File: config.mk
export PLATFORM = sky130hd
export DESIGN_NAME = ticket_printer_arb
export DESIGN_NICKNAME = d
export VERILOG_FILES = /design/src/rtl/ticket_printer_arb.sv
export SDC_FILE = /design/constraint.sdc
export NUM_CORES = 1
export LEC_CHECK = 0
export ABC_AREA = 1
export CORE_UTILIZATION = 47
export CTS_CLUSTER_DIAMETER = 60
export CTS_CLUSTER_SIZE = 25
export DETAILED_ROUTE_END_ITERATION = 7
export GPL_ROUTABILITY_DRIVEN = 0
export HOLD_SLACK_MARGIN = 0.1
export MAX_ROUTING_LAYER = met4
export PLACE_DENSITY = 0.84
export REMOVE_ABC_BUFFERS = 1
export SLEW_MARGIN = 20
export SYNTH_ARGS = -nofsm -noshare
export SYNTH_HDL_FRONTEND = slang
export SYNTH_SLANG_ARGS = --single-unit
File: constraint.sdc
create_clock -name clk -period 2.2 [get_ports clk]
set_input_delay 0.22 -clock clk [delete_from_list [all_inputs] [get_ports clk]]
set_output_delay 0.22 -clock clk [all_outputs]
set_load 0.03 [all_outputs]
File: src/rtl/ticket_printer_arb.sv
// Purpose: round-robin arbiter sharing one ticket printer among N_REQ ticket windows.
// Latency: req sampled in IDLE -> gnt next cycle, prn_start 2 cycles later, ack at earliest 4 cycles after sampling.
// Backpressure: req is a held level; losers wait for the next IDLE; a silent printer is cut off after TIMEOUT cycles.
// Optional feature: define TICKET_STOCK_EN for per-class stock counters (stock port is 0 otherwise).
module ticket_printer_arb #(
    parameter int N_REQ   = 3,
    parameter int TIMEOUT = 16,
    parameter int TO_W    = 5
`ifdef TICKET_STOCK_EN
    ,
    parameter int STOCK0  = 8
`endif
) (
    input  logic               clk,
    input  logic               rst,
    input  logic [N_REQ-1:0]   req,
    input  logic [2*N_REQ-1:0] cls,
    output logic [N_REQ-1:0]   gnt,
    output logic [N_REQ-1:0]   ack,
    output logic [N_REQ-1:0]   nack,
    output logic               prn_start,
    output logic [1:0]         prn_cls,
    input  logic               prn_done,
    output logic               err,
    output logic [23:0]        stock
);
    localparam int LW = (N_REQ > 1) ? $clog2(N_REQ) : 1;

    typedef enum logic [2:0] {IDLE, CHK, START, WAIT, DONE, FAIL} state_t;

    state_t          state;
    logic [LW-1:0]   last;
    logic [LW-1:0]   sel;
    logic [LW-1:0]   pick;
    logic [LW-1:0]   cand;
    logic            found;
    logic [1:0]      cls_q;
    logic [TO_W-1:0] timer;
    logic            can_print;

    // Round-robin search starting just after the last served window
    always_comb begin
        found = 1'b0;
        pick  = '0;
        cand  = '0;
        for (int k = 1; k <= N_REQ; k++) begin
            cand = LW'((int'(last) + k) % N_REQ);
            if (!found && req[cand]) begin
                found = 1'b1;
                pick  = cand;
            end
        end
    end

`ifdef TICKET_STOCK_EN
    logic [2:0][7:0] stock_q;
    logic [7:0]      cur_stock;

    // Remaining stock of the latched class (class 0 has no stock)
    always_comb begin
        case (cls_q)
            2'd1:    cur_stock = stock_q[0];
            2'd2:    cur_stock = stock_q[1];
            2'd3:    cur_stock = stock_q[2];
            default: cur_stock = 8'd0;
        endcase
    end

    assign can_print = (cls_q != 2'd0) && (cur_stock != 8'd0);
    assign stock     = stock_q;

    // Stock counters: reload on reset, one ticket consumed per completed print, floor at zero
    always_ff @(posedge clk) begin
        if (rst) begin
            stock_q <= {3{8'(STOCK0)}};
        end else if (state == DONE) begin
            for (int i = 0; i < 3; i++) begin
                if (cls_q == 2'(i + 1) && stock_q[i] != 8'd0) begin
                    stock_q[i] <= stock_q[i] - 8'd1;
                end
            end
        end
    end
`else
    assign can_print = (cls_q != 2'd0);
    assign stock     = '0;
`endif

    // Transaction sequencer: grant, class check, printer handshake with timeout, ack/nack
    always_ff @(posedge clk) begin
        if (rst) begin
            state     <= IDLE;
            last      <= LW'(N_REQ - 1);
            sel       <= '0;
            cls_q     <= '0;
            timer     <= '0;
            gnt       <= '0;
            ack       <= '0;
            nack      <= '0;
            prn_start <= 1'b0;
            prn_cls   <= '0;
            err       <= 1'b0;
        end else begin
            ack       <= '0;
            nack      <= '0;
            prn_start <= 1'b0;
            err       <= 1'b0;
            case (state)
                IDLE: begin
                    if (found) begin
                        sel   <= pick;
                        cls_q <= cls[2*pick +: 2];
                        gnt   <= N_REQ'(1) << pick;
                        state <= CHK;
                    end
                end
                CHK: begin
                    if (!can_print) begin
                        nack  <= gnt;
                        gnt   <= '0;
                        state <= FAIL;
                    end else begin
                        prn_start <= 1'b1;
                        prn_cls   <= cls_q;
                        state     <= START;
                    end
                end
                START: begin
                    timer <= '0;
                    state <= WAIT;
                end
                WAIT: begin
                    // completion wins over a timeout in the same cycle
                    if (prn_done) begin
                        ack   <= gnt;
                        gnt   <= '0;
                        state <= DONE;
                    end else if (timer == TO_W'(TIMEOUT - 1)) begin
                        nack  <= gnt;
                        gnt   <= '0;
                        err   <= 1'b1;
                        state <= FAIL;
                    end else begin
                        timer <= timer + TO_W'(1);
                    end
                end
                DONE, FAIL: begin
                    last    <= sel;
                    prn_cls <= '0;
                    state   <= IDLE;
                end
                default: state <= IDLE;
            endcase
        end
    end
endmodule

==> results.ini <==
[run_status]
status = finished, final reports clean

[cts]
cts_buffer_depth = 2
clock_tree.root_cell = clkbuf_4
clock-sinks = 27
clk_pin_slew_ps = 140
cts_buffers = 3
cts_setup_buffers = 0
insertion_delay_ps = 320
postCtsHoldBufs = 0
cts_tree = built
cts_max_level = 1
cts_resized = 0

[synth]
synth_seq_cells = 27
ys_types = 27
ys.flop_type = dfxtp_1
async_flop_share_pct = 0
synth-edff-count = 0
seq_area_frac_synth_pct = 33.7
syn-mean-instance-area_um2 = 7.07
yosysWarnings = 0
synth_cells = 227
synth_area_um2 = 1600

[drt]
ant_nets = 0
drt-initial-drc-count = 63
vias = 1401
remaining_drc_errors = 0
wirelength_mm = 2.96
routedWlPerCell_um = 10.0
via_per_inst = 4.73
drt-pass1-iter-count = 5

[final_layout]
drive_gt1_share_pct = 8.73
n_antenna_cell = 0
area_growth_pct = 14.2
stdcell_area_um2 = 1830
final_nets = 272

[sta]
hold_viol = 0
fin_crit_sh_pct = 88.4
holdWs_ps = 477
rsz0062_at_grt = false
max_freq_mhz = 514
setup_tns_ps = 0
slew_violations = 0
period_minus_slack_ps = 1940
clock-skew-final_ps = 6.44
finalSetupViolations = 0

[global_route]
grt_antenna_before_repair = 0
grt_first_pass_wirelength_mm = 4.90
gr-total-overflow = 0
grt_max_degree = 17
grt_pass1_vias = 1179
grt_usage_pct = 18.0

[floorplan]
die_h_um = 60.4
die_w_um = 60.4
core_area_um2 = 3150
initial_core_util_pct = 50.9
dieArea_um2 = 3650
io_pins = 49
fp-row-count = 20

[pwr]
swShare_pct = 48.6
pwr-share-comb_pct = 56.7
internal-power_mw = 1.03
ir_drop_mv = 0.370
power_frac_seq_pct = 32.8
power_density_nw_per_um2 = 1100
switchingPower_mw = 0.979
leakage_nw = 0.841
clockPowerShare_pct = 10.6

[place]
place_hpwl_mm = 2.35
numPortBuffers = 24
dpl-instance-area_um2 = 1800

[setup_path]
crit_path_end_kind = register
r2r_cells = 12
worstSetupEndpoint = gnt[2]
critPathMaxFanout = 6
required_ps = 2440
r2r_end = gnt[2]
crit_start = last[0]
regToRegSetupSlack_ps = 260
critPathLaunchType = register
cp.arrival_ps = 2180
reg2reg_from = last[0]
crit_type = register to register

[worst_hold_path]
hold_class = register to register

[job]
max_cap_violations = 0

==> Yosys cell counts (all sizes together), types with 2 or more instances <==
cell / count / share of area, %
nor2: 22 / 5.6
nand2: 45 / 11
buf: 24 / 11
nor3: 11 / 3.4
nand4: 2 / 0.78
o21ai: 15 / 5.6
nand3: 20 / 8.0
a21oi: 12 / 3.7
inv: 33 / 7.7
ha: 7 / 5.5
dfxtp: 27 / 34
clkbuf: 3 / 0.70
==> registers in the layout, indices dropped and copies added, names as in the netlist, 2 cells and up <==
signal / flops
last: 2
nack: 3
sel: 2
state: 3
gnt: 3
cls_q: 2
prn_cls: 2
timer: 5
ack: 3
==> placed cells by master, fill, tap and decap left out, drive strengths merged <==
cell type and n:
o21ai 15, nor4 1, inv 33, nand4 2
a21oi 12, buf 1, clkbuf 3, o211ai 1
a21boi 1, clkdlybuf4s50 24, clkinvlp 1, dfxtp 27
ha 7, conb 24, nand2 45, nand3b 1
nor3 11, nor2 22, xor2 1, nand3 20
==> cell type report <==
| type | instances | area [µm²] |
|---|---|---|
| fill | 292 | 1320 |
| sequential | 27 | 541 |
| inverter | 33 | 124 |
| clock inverter | 1 | 7.51 |
| tap | 44 | 55.1 |
| clock buffer | 3 | 22.5 |
| timing repair buffer | 25 | 248 |
| multi-input combinational | 163 | 835 |
==> layer usage <==
metal,GRT usage [%],vias to the layer above,routed length (µm)
met5,-,-,0
met1,22.8,603,1410
li1,-,726,-
met4,3.90,0,36
met2,29.4,68,1310
met3,4.05,4,208
==> worst max-delay path, stage by stage (launching register included) <==
cell and delay [ps]:
dfxtp_1 380, inv_1 90, ha_1 360, inv_2 100
nand2_1 80, nand3_2 70, nand2_2 110, nand3_1 160
nor2_1 80, nor2_1 120, nand4_1 160, nand2_1 100
nand2_1 50
==> metrics by stage <==
step / utilization [%] / power (mW) / instances / setup slack [ps]
after global routing: 58.1 / 2.21 / 296 / 72.6
final: 58.1 / 2.01 / 296 / 255
after global placement: 57.1 / 1.78 / 292 / 331
after CTS: 58.1 / 2.01 / 296 / 272
after detailed placement: 57.1 / 1.80 / 292 / 290
after floorplan: - / 1.53 / 223 / 531
==> how the worst min path moves through the flow <==
stage	cells past startpoint	end	slack [ps]	start
global placement	2	timer[4]	450	timer[4]
finish	2	prn_cls[1]	480	prn_cls[1]
floorplan	1	timer[1]	290	rst
detailed placement	2	prn_cls[1]	450	prn_cls[1]
global route	2	prn_cls[0]	510	prn_cls[0]
CTS	2	prn_cls[1]	480	prn_cls[1]
==> kinds of logic (layout without fill, tap and decap cells) <==
family | Yosys count | count (layout) | synth area share (%)
flops | 27 | 27 | 33.7
simple gates | 102 | 102 | 30.1
other cells | 1 | 24 | 0.234
fa+ha+maj | 7 | 7 | 5.46
buf+inv | 60 | 62 | 19.7
xor+xnor | 1 | 1 | 0.546
compound gates | 29 | 29 | 10.3
==> power groups by stage <==
stage / registers [mW] / clock network (mW) / logic, mW
2_1_floorplan: 0.727 / 0 / 0.804
3_3_place_gp: 0.665 / 0 / 1.11
3_5_place_dp: 0.668 / 0 / 1.13
4_1_cts: 0.658 / 0.218 / 1.13
5_1_grt: 0.671 / 0.242 / 1.30
6_report: 0.660 / 0.212 / 1.14
Note: power is estimated with default switching activity, not from simulation.
